===== config.mk =====
export PLATFORM = sky130hd
export DESIGN_NAME = pmips_exec
export DESIGN_NICKNAME = d
export VERILOG_FILES = /design/src/rtl/pmips_pkg.sv /design/src/rtl/pmips_mul_seq.sv /design/src/rtl/pmips_exec.sv
export SDC_FILE = /design/constraint.sdc
export NUM_CORES = 1
export LEC_CHECK = 0
export ABC_CLOCK_PERIOD_IN_PS = 2400
export BUFFER_PORTS_ARGS = -buffer_cell sky130_fd_sc_hd__buf_4
export CAP_MARGIN = 5
export CORE_MARGIN = 10
export CORE_UTILIZATION = 54
export CTS_BUF_LIST = sky130_fd_sc_hd__clkbuf_2 sky130_fd_sc_hd__clkbuf_4 sky130_fd_sc_hd__clkbuf_8
export DETAILED_ROUTE_END_ITERATION = 16
export GPL_ROUTABILITY_DRIVEN = 0
export PLACE_DENSITY_LB_ADDON = 0.2
export SYNTH_ARGS = -nofsm -noshare
export SYNTH_HDL_FRONTEND = slang
export SYNTH_SLANG_ARGS = --single-unit

===== constraint.sdc =====
create_clock -name clk -period 2.4 [get_ports clk]
set_input_delay 0 -clock clk [delete_from_list [all_inputs] [get_ports clk]]
set_output_delay 0 -clock clk [all_outputs]
set_load 0.005 [all_outputs]

===== src/rtl/pmips_pkg.sv =====
// Shared opcode and FSM state encodings for the pMIPS execute/write-back stage.
package pmips_pkg;

  typedef enum logic [2:0] {
    OP_ADD  = 3'd0,
    OP_SUB  = 3'd1,
    OP_AND  = 3'd2,
    OP_OR   = 3'd3,
    OP_XOR  = 3'd4,
    OP_LDI  = 3'd5,
    OP_ADDI = 3'd6,
    OP_MUL  = 3'd7
  } exec_op_t;

  typedef enum logic [1:0] {
    S_IDLE = 2'd0,
    S_MUL  = 2'd1,
    S_WB   = 2'd2
  } exec_state_t;

endpackage


===== src/rtl/pmips_mul_seq.sv =====
// Iterative shift-add multiplier: load latches operands, each step consumes one
// multiplier bit; o_result already includes the current step's partial product.
module pmips_mul_seq #(
  parameter int n = 8
) (
  input  logic         i_clk,
  input  logic         i_reset,
  input  logic         i_load,
  input  logic         i_step,
  input  logic [n-1:0] i_a,
  input  logic [n-1:0] i_b,
  output logic         o_done,
  output logic [n-1:0] o_result
);

  localparam int CW = (n > 1) ? $clog2(n) : 1;

  logic [n-1:0]  r_mcand;
  logic [n-1:0]  r_mplier;
  logic [n-1:0]  r_acc;
  logic [CW-1:0] r_cnt;

  assign o_result = r_acc + (r_mplier[0] ? r_mcand : '0);
  assign o_done   = i_step && (r_cnt == '0);

  always_ff @(posedge i_clk) begin
    if (i_reset) begin
      r_mcand  <= '0;
      r_mplier <= '0;
      r_acc    <= '0;
      r_cnt    <= '0;
    end else if (i_load) begin
      r_mcand  <= i_a;
      r_mplier <= i_b;
      r_acc    <= '0;
      r_cnt    <= CW'(n - 1);
    end else if (i_step) begin
      r_acc    <= o_result;
      r_mcand  <= r_mcand << 1;
      r_mplier <= r_mplier >> 1;
      if (r_cnt != '0) r_cnt <= r_cnt - CW'(1);
    end
  end

endmodule


===== src/rtl/pmips_exec.sv =====
// pMIPS execute/write-back stage: single-cycle ALU ops plus an n-cycle MUL,
// driving the register file write port with a one-cycle w pulse.
module pmips_exec #(
  parameter int n = 8
) (
  input  logic         clk,
  input  logic         reset,
  input  logic         start,
  input  logic [2:0]   op,
  input  logic [4:0]   rd_sel,
  input  logic [n-1:0] a,
  input  logic [n-1:0] b,
  input  logic [n-1:0] imm,
  output logic         busy,
  output logic         w,
  output logic [n-1:0] Wdata,
  output logic [4:0]   rd,
  output logic         zero
);

  import pmips_pkg::*;

  exec_state_t  r_state;
  exec_state_t  w_next;
  exec_op_t     w_op;
  logic [n-1:0] w_alu;
  logic         w_load;
  logic         w_done;
  logic [n-1:0] w_mul_res;
  logic [n-1:0] r_wdata;
  logic [4:0]   r_rd;
  logic [4:0]   r_rd_pend;
  logic         r_zero;

  assign w_op = exec_op_t'(op);

  always_comb begin
    w_alu = '0;
    case (w_op)
      OP_ADD:  w_alu = a + b;
      OP_SUB:  w_alu = a - b;
      OP_AND:  w_alu = a & b;
      OP_OR:   w_alu = a | b;
      OP_XOR:  w_alu = a ^ b;
      OP_LDI:  w_alu = imm;
      OP_ADDI: w_alu = a + imm;
      default: w_alu = '0;
    endcase
  end

  always_comb begin
    w_next = r_state;
    w_load = 1'b0;
    case (r_state)
      S_IDLE: begin
        if (start) begin
          if (w_op == OP_MUL) begin
            w_next = S_MUL;
            w_load = 1'b1;
          end else begin
            w_next = S_WB;
          end
        end
      end
      S_MUL:   if (w_done) w_next = S_WB;
      S_WB:    w_next = S_IDLE;
      default: w_next = S_IDLE;
    endcase
  end

  always_ff @(posedge clk) begin
    if (reset) r_state <= S_IDLE;
    else       r_state <= w_next;
  end

  pmips_mul_seq #(.n(n)) u_mul (
    .i_clk    (clk),
    .i_reset  (reset),
    .i_load   (w_load),
    .i_step   (r_state == S_MUL),
    .i_a      (a),
    .i_b      (b),
    .o_done   (w_done),
    .o_result (w_mul_res)
  );

  // MUL destination is parked until completion so rd only changes entering WB
  always_ff @(posedge clk) begin
    if (reset) begin
      r_wdata   <= '0;
      r_rd      <= '0;
      r_rd_pend <= '0;
      r_zero    <= 1'b0;
    end else begin
      case (r_state)
        S_IDLE: begin
          if (start) begin
            if (w_op == OP_MUL) begin
              r_rd_pend <= rd_sel;
            end else begin
              r_wdata <= w_alu;
              r_rd    <= rd_sel;
            end
          end
        end
        S_MUL: begin
          if (w_done) begin
            r_wdata <= w_mul_res;
            r_rd    <= r_rd_pend;
          end
        end
        S_WB:    r_zero <= (r_wdata == '0);
        default: ;
      endcase
    end
  end

  assign busy  = (r_state != S_IDLE);
  assign w     = (r_state == S_WB) && (r_rd != '0);
  assign Wdata = r_wdata;
  assign rd    = r_rd;
  assign zero  = r_zero;

endmodule


== Yosys cells after proc, flatten, opt, wreduce, memory -nomap -nowiden ==
Index checks and enable logic that the tools add are counted.

* Bits in registers: 48
* Latch bits: 0
* Bits in writable memories: 0
* Bits in read-only memories: 0
* Output and inout bits: 16
* Word-level logic and storage cells: 70
* Memories kept: 0

* Add/sub/neg operators: 5
* $mul: 0
* Div/mod/pow operators: 0
* $lt $le $gt $ge: 0
* Equal/unequal tests: 12
* Shift operators: 0
* Muxes and demuxes: 24
* Bitwise gates (word level): 3
* Reduce and logical (&&, ||, !) cells: 17

{| class="wikitable"
|+ Operators with widths
! operator !! count
|-
| $mux W8 || 8
|-
| $pmux W8 S7 || 1
|-
| $add A8 B8 Y8 || 3
|-
| $pmux W8 S2 || 1
|-
| $mux W5 || 3
|-
| $eq A3 B3 Y1 const B || 4
|-
| $pmux W5 S2 || 1
|-
| $mux W3 || 3
|-
| $and A8 B8 Y8 || 1
|-
| $logic_not A8 Y1 || 1
|-
| $or A8 B8 Y8 || 1
|-
| $reduce_bool A2 Y1 || 4
|-
| $sub A8 B8 Y8 || 1
|-
| $xor A8 B8 Y8 || 1
|-
| $eq A3 B2 Y1 const B || 2
|-
| $logic_not A3 Y1 || 2
|-
| $mux W2 || 3
|-
| $ne A2 B2 Y1 const B || 3
|-
| $reduce_bool A5 Y1 || 1
|-
| $pmux W2 S2 || 1
|-
| $reduce_and A2 Y1 || 2
|-
| $reduce_and A4 Y1 || 1
|-
| $eq A3 B1 Y1 const B || 1
|-
| $mux W1 || 3
|-
| other kinds (8) || 9
|}

== Longest topological paths before layout ==
Gate-level depths: netlist (run 1).

* Depth after elaboration: 6
* Depth in mapped cells: 14

== Hierarchy ==
Synthesis (run 1) repeated with hierarchy kept, for this count alone.

* Cell total of the unflattened synthesis: 472
* Area, all modules: 3776.1 µm²

{| class="wikitable"
|+ Modules (own cells, without submodules)
! module !! instances !! cells each !! area an instance (µm²) !! seq. area each (µm²)
|-
| pmips_exec || 1 || 281 || 2215.9 || 420.4
|-
| pmips_mul_seq || 1 || 191 || 1560.2 || 540.5
|}

== Worst setup path before layout (run 1) ==
No wires, ideal clock.

* Path type: input to register
* From: in op[0]
* To: reg r_wdata[5], in the netlist Wdata[5]
* Library setup time: 0.088 ns
* Arrival time: 2.346 ns
* Slack: -0.034 ns
* Stages on the path: 11
* Cells stage by stage: buf_2 nor3b_2 nor2_1 o21bai_1 a21oi_1 ha_1 o21ai_0 a21oi_1 or4_1 a31o_1 a311oi_2

* Longest elaborated chain between the ends: 5
* Elaborated cells between the ends (all ways): 14
* Those cells by class: eq/ne (8); mux (4); reduce/logical (2)

{| class="wikitable"
|+ RTL lines
! what !! line !! RTL
|-
| start, declared || pmips_exec.sv:9 || <nowiki>input logic [2:0] op,</nowiki>
|-
| $eq A3 B3 Y1, or another cell as far along || pmips_exec.sv:39 || <nowiki>case (w_op)</nowiki>
|-
| $pmux W8 S7 || pmips_exec.sv:39 ||
|-
| $mux W8 || pmips_exec.sv:98 || <nowiki>if (w_op == OP_MUL) begin</nowiki>
|-
| $mux W8 || pmips_exec.sv:97 || <nowiki>if (start) begin</nowiki>
|-
| $pmux W8 S2 || pmips_exec.sv:95 || <nowiki>case (r_state)</nowiki>
|-
| end signal, assigned || pmips_exec.sv:101 || <nowiki>r_wdata <= w_alu;</nowiki>
|-
| end signal, assigned || pmips_exec.sv:108 || <nowiki>r_wdata <= w_mul_res;</nowiki>
|-
| end, declared || pmips_exec.sv:30 || <nowiki>logic [n-1:0] r_wdata;</nowiki>
|}

Parallel ways exist; a longest one is shown, timed or not. The select of a mux whose other input is x is not followed.
A chain may end at the register's enable or synchronous reset.

== Worst setup path in the final report (run 1) ==
* From: reg u_mul.r_mplier[0]
* To: reg r_wdata[6], in the netlist Wdata[6]

* Longest elaborated chain between the ends: 4

{| class="wikitable"
|+ RTL lines
! what !! line !! RTL
|-
| start, declared || pmips_mul_seq.sv:19 || <nowiki>logic [n-1:0] r_mplier;</nowiki>
|-
| start signal, assigned || pmips_mul_seq.sv:34 || <nowiki>r_mplier <= i_b;</nowiki>
|-
| start signal, assigned || pmips_mul_seq.sv:40 || <nowiki>r_mplier <= r_mplier >> 1;</nowiki>
|-
| $mux W8 || pmips_mul_seq.sv:23 || <nowiki>assign o_result = r_acc + (r_mplier[0] ? r_mcand : '0);</nowiki>
|-
| $add A8 B8 Y8 || pmips_mul_seq.sv:23 ||
|-
| $mux W8 || pmips_exec.sv:107 || <nowiki>if (w_done) begin</nowiki>
|-
| $pmux W8 S2 || pmips_exec.sv:95 ||
|}

No other way between the ends. The select of a mux whose other input is x is not followed.

==> qor.txt, run 1 <==
DR iter-0 viols -> 224
RSZ-0062 raised after global routing -> false
Worst-Skew Late Latency -> 0.31 ns
Overflow after GRT -> 0
YS warnings -> 0
RR Endpoint -> Wdata[6]
Worst slew margin -> 0.646
Crit path DAT -> 2.43 ns
R2R depth -> 10
Initial core utilization -> 0.552
Core area -> 0.00628 mm²
Post-route setup TNS -> 0 ns
CTS max path bufs -> 2
DRC Markers -> 0
Post-CTS Setup Repair Bufs -> 0
HP Class -> in2reg
Max FO, Critical Path -> 5
Top cell type's share of synthesized area -> 0.278
Leading area contributor after synthesis -> dfxtp_1
CP Data Required Time -> 2.62 ns
Top FF cell, synth -> dfxtp_1
Share of layout cells above drive strength 1 -> 0.196
Synth async-reset ratio -> 0
Final Util -> 0.667
First-pass GRT wire length -> 16.8 mm
Die Area -> 0.0100 mm²
Root buf cell -> clkbuf_8
Hold Fails Final Rpt -> 0
DR vias -> 3556
Syn avg cell area -> 7.63 µm²
RR Startpoint -> u_mul.r_mplier[0]
Final #Nets -> 589
Most frequent cell after synthesis -> nand2_1
Diode count -> 0
Critical Path Start Type -> flop
DP Area -> 0.00401 mm²
PwrDens -> 454 mW/mm²
Max-cap violations -> 0
Slowest-stage cell, CP -> fa_1
Endpoint of the worst hold path -> u_mul.r_mcand[1]
TritonCTS clock tree -> done
ANT nets after route -> 0
Vias per Instance -> 5.96
Total CTS buffers -> 5
Register bit count reported by yosys -> 48
F_max -> 0.452 GHz
Number of max-slew violations in the final report -> 0
Status -> finished clean
Slowest Stage Delay on Critical Path -> 0.39 ns
Row count -> 29
Post-synth EDFFs -> 0
Die X-Extent -> 100 µm
Post-route design area -> 0.00419 mm²
Vias in the first global route -> 3465
Tcrit/Tclk final -> 0.921
Top cells by count, synth -> nand2_1, dfxtp_1, a21oi_1, nor2_1, ha_1
Clock transition at path regs -> 0.09 ns
Worst-Margin Slew -> 0.532 ns
Synth Net Count -> 524
Antenna violations before repair -> 0
Clock Skews -> 0.00323 ns
Hold_sp -> a[1]
Fin crit period -> 2.21 ns
Mapped Cells -> 454
Clock sink total -> 48
Drt pass-1 iters -> 5
Leakage -> 0.00180 µW
Peak supply drop -> 0.399 mV
R2R Setup Slk -> 0.19 ns
Synth unique cells -> 60
Routed WL -> 10.3 mm
Largest net degree at the start of global routing -> 42
Mean routed wirelength per cell -> 17.2 µm
Min-Delay Path Depth -> 3
Crit end category -> flop
Die height -> 100 µm
Worst Setup Path Type -> reg2reg
Fillers -> 541
Cell Area, Synth -> 0.00346 mm²
Top Ports -> 51
GRT Util Overall -> 0.201
DP HPWL -> 8.00 mm
WHS -> 0.0193 ns
CTS H-tree lvls -> 2
Setup violations, final -> 0
Area growth syn-to-layout -> 21.0%
Top post-synthesis cells by area -> dfxtp_1, ha_1, nand2_1
Post-synthesis sequential area ratio -> 0.278
Critical Path, Cell by Cell -> and2_1 > ha_1 > inv_1 > fa_1 > nor2b_2 > o21a_1 > o21ai_0 > mux2i_1 > nor3_1 > a311oi_1
# port buffers -> 50
registers in the layout, summed over array words and instances, names as in the netlist:
name,cells
u_mul.r_mplier,8
Wdata,8
u_mul.r_acc,8
r_rd_pend,5
r_state,2
zero,1
u_mul.r_cnt,3
rd,5
u_mul.r_mcand,8
through the flow:
step                      setup slack, ns  total power (µW)  std cells
after floorplan                    0.0576              1170        454
after global placement           -0.00630              1360        582
after detailed placement           -0.173              1380        582
after CTS                           0.126              1900        597
after global routing               0.0367              1990        597
final                               0.190              1900        597
repair_timing:
| item | CTS | global route |
|---|---|---|
| endpoints found under the hold margin | 12 | 0 |
| hold buffers | 7 | 0 |
| setup endpoints to repair | 0 | 3 |
| gates resized for setup | 0 | 6 |
cell usage in the layout, fill, tap and decap left out, drive strengths merged, types with 4 or more instances in the layout:
master       synthesis  final
clkbuf              13      7
nor3                11     11
ha                  33     33
and2                 6      6
nand2b              10     10
a211oi               5      5
a221oi               8      8
nor2b                7      7
dlygate4sd3          0      7
o21ai               14     14
a21oi               48     48
a31oi                4      4
inv                 27     27
or3                  4      4
xnor2                4      4
nand2               69     69
dfxtp               48     48
a311oi              15     15
nand3               15     15
a22oi                8      8
nor2                46     46
a2bb2oi              4      4
buf                 11     75
cells by family (layout without fill, tap and decap cells):
family,after synthesis,in the layout,share of synthesized area
DFF,48,48,0.278
muxes,2,2,0.00578
AOI/OAI and AO/OA,126,126,0.251
adders and majority gates,35,35,0.131
xor gates and xnor gates,7,7,0.0177
buffers and inverters,51,117,0.0651
and+or+nand+nor,185,185,0.252
cell type report:
class                   instances  area [µm²]  area share
multi-input cells             355        2300       0.549
flip-flops and latches         48         962       0.230
clock inverters                 1        7.51     0.00179
clock buffers                   7        90.1      0.0215
inverters                      27         101      0.0242
repair buffers                 82         633       0.151
well taps                      77        96.3      0.0230
report_power, final:
part | switching, µW | leakage, µW | total, µW | internal (µW)
sequential | 30.6 | 0.000391 | 863 | 832
combinational | 270 | 0.00136 | 510 | 240
clock | 281 | 0.0000479 | 527 | 246
total | 581 | 0.00180 | 1900 | 1320
critical path, delay by kind of cell (launching register included):
kind | cells | cell delay, ns
buf+inv | 1 | 0.06
fa+ha+maj | 2 | 0.55
simple gates | 3 | 0.39
mux | 1 | 0.25
compound gates | 3 | 0.53
flops | 1 | 0.37
per-layer routing:
layer | vias up | track usage | wire length [µm]
li1 | 1749 | - | -
met1 | 1664 | 0.255 | 4440
met2 | 120 | 0.338 | 5020
met3 | 23 | 0.0378 | 622
met4 | 0 | 0.0609 | 180
met5 | - | 0 | 0
worst max-delay path by stage:
stage                            startpoint  slack, ns  endpoint
after CTS                 u_mul.r_mplier[0]       0.13  Wdata[6]
after detailed placement              op[0]      -0.17  Wdata[5]
after floorplan                       op[0]       0.06  Wdata[5]
after global placement                op[0]     -0.006  Wdata[5]
final                     u_mul.r_mplier[0]       0.19  Wdata[6]
after global routing      u_mul.r_mplier[0]       0.04  Wdata[6]
(Power assumes the default switching activity.)
==> run 2, diff against run 1 <==
PLACE_DENSITY = 0.79   (was unset)
PLACE_DENSITY_LB_ADDON = unset   (was 0.2)
==> run 2 against run 1 <==
  * Critical path depth is 2 lower
  * Setup slack worse by 0.052 ns
  * Register-to-register slack worse by 0.05 ns
  * Die area stayed put
  * Utilization stayed put
  * Clock power is 2% lower
  * Sequential share of layout area is 0.060 points higher
  * Combinational power hardly changed
  * Routed wire length is 0.95% lower
  * Final cell count stayed put
  * Clock skew is 0.0086 ns higher
  * First-iteration DRC count is 18% higher
==> qor.txt, run 2 (synthesis results as in run 1) <==
Status -> finished clean
Worst-Margin Slew -> 0.505 ns
Tcrit/Tclk final -> 0.943
F_max -> 0.442 GHz
First-pass GRT wire length -> 16.6 mm
Number of max-slew violations in the final report -> 0
Vias in the first global route -> 3453
DP Area -> 0.00401 mm²
HP Class -> in2reg
Most common cell after layout, fill and taps aside -> buf_4
CTS max path bufs -> 2
Peak supply drop -> 0.527 mV
Crit path DAT -> 2.44 ns
Critical Path Start Type -> flop
Max-cap violations -> 0
Crit end category -> flop
Top Ports -> 51
CTS H-tree lvls -> 2
Clock sink total -> 48
Worst slew margin -> 0.663
Overflow after GRT -> 0
Die X-Extent -> 100 µm
DR vias -> 3588
Initial core utilization -> 0.552
Family with the most delay on the worst path -> compound AO/OA/AOI/OAI gates
R2R depth -> 8
Die Area -> 0.0100 mm²
CP Buf/Inv Count -> 0
Max FO, Critical Path -> 6
Multi-input logic area -> 0.00230 mm²
Core area -> 0.00628 mm²
Final #Nets -> 589
Total stage count of the critical path -> 8
Row count -> 29
Leakage -> 0.00181 µW
Worst-Skew Late Latency -> 0.30 ns
Critical Path Start -> u_mul.r_mplier[0]
DP Cell Count -> 582
Root buf cell -> clkbuf_8
Fillers -> 516
Fin cells -> 597
Mean routed wirelength per cell -> 17.0 µm
Clock transition at path regs -> 0.10 ns
Final Util -> 0.667
ANT nets after route -> 0
Most frequent cells in the layout -> buf_4, nand2_1, dfxtp_1, a21oi_1, nor2_1
PwrDens -> 452 mW/mm²
Antenna violations before repair -> 0
CP Data Required Time -> 2.58 ns
RR Startpoint -> u_mul.r_mplier[0]
Min-Delay Path Depth -> 3
Pre-CTS setup slack -> -0.0762 ns
DP HPWL -> 7.94 mm
Area growth syn-to-layout -> 21.0%
Sequential Area -> 965 µm²
Hold_sp -> a[6]
TritonCTS clock tree -> done
Share of layout cells above drive strength 1 -> 0.196
Slowest Stage Delay on Critical Path -> 0.42 ns
DR iter-0 viols -> 264
Hold Fails Final Rpt -> 0
Slowest-stage cell, CP -> a221oi_1
Vias per Instance -> 6.01
Worst Setup Path Type -> reg2reg
Critical Path, Cell by Cell -> and2_1 > ha_1 > nand3_1 > o2111ai_1 > a31oi_1 > xor2_1 > a221oi_1 > a211oi_2
Post-CTS Setup Repair Bufs -> 0
Routed WL -> 10.2 mm
Post-route design area -> 0.00419 mm²
Setup violations, final -> 0
Clock Skews -> 0.0118 ns
RSZ-0062 raised after global routing -> false
Die height -> 100 µm
Drt pass-1 iters -> 5
DRC Markers -> 0
Total CTS buffers -> 5
Diode count -> 0
GRT Util Overall -> 0.198
Largest net degree at the start of global routing -> 42
# port buffers -> 50
Fin crit period -> 2.26 ns
R2R Setup Slk -> 0.14 ns
Final setup margin -> 0.137 ns
[run 2: power by group]
part / total [µW] / switching (µW) / internal, µW
clock: 515 / 279 / 236
sequential: 863 / 32.0 / 831
combinational: 513 / 272 / 241
[run 2: what timing repair did]
| action | 4_1_cts | 5_1_grt |
|---|---|---|
| resized for setup | 0 | 6 |
| endpoints found under the hold margin | 11 | 0 |
| endpoints found under the setup margin | 0 | 3 |
| hold buffers | 7 | 0 |
[run 2: worst register-to-register path, delay by kind of cell (launching register included)]
kind,cells,cell delay (ns)
adders and majority gates,1,0.36
DFF,1,0.37
and+or+nand+nor,2,0.28
AOI/OAI and AO/OA,4,0.94
xor gates and xnor gates,1,0.20
[run 2: area by class of cell]
type,count,area share
clock buffers,6,0.0197
clock inverters,2,0.00329
inverters,27,0.0242
multi-input cells,355,0.548
flip-flops and latches,48,0.230
well taps,77,0.0230
repair buffers,82,0.151
[run 2: per-stage QoR]
step,hold WS [ns],setup TNS [ns],power [µW]
6_report,0.0314,0,1890
2_1_floorplan,0.136,0,1170
5_1_grt,0.0231,0,1990
4_1_cts,0.0288,0,1890
3_3_place_gp,0.264,-0.0219,1360
3_5_place_dp,0.271,-0.185,1380
[run 2: worst paths after layout]
check	end
setup reg to reg	Wdata[7]
hold / removal	u_mul.r_mcand[6]
setup / recovery	Wdata[7]
hold reg to reg	r_rd_pend[1]
[run 2: routing by layer]
layer | share of wire | GRT usage | vias to the layer above
met1 | 0.44 | 0.252 | 1722
met3 | 0.045 | 0.0316 | 21
li1 | - | - | 1744
met2 | 0.49 | 0.329 | 101
met5 | 0 | 0 | -
met4 | 0.023 | 0.0717 | 0
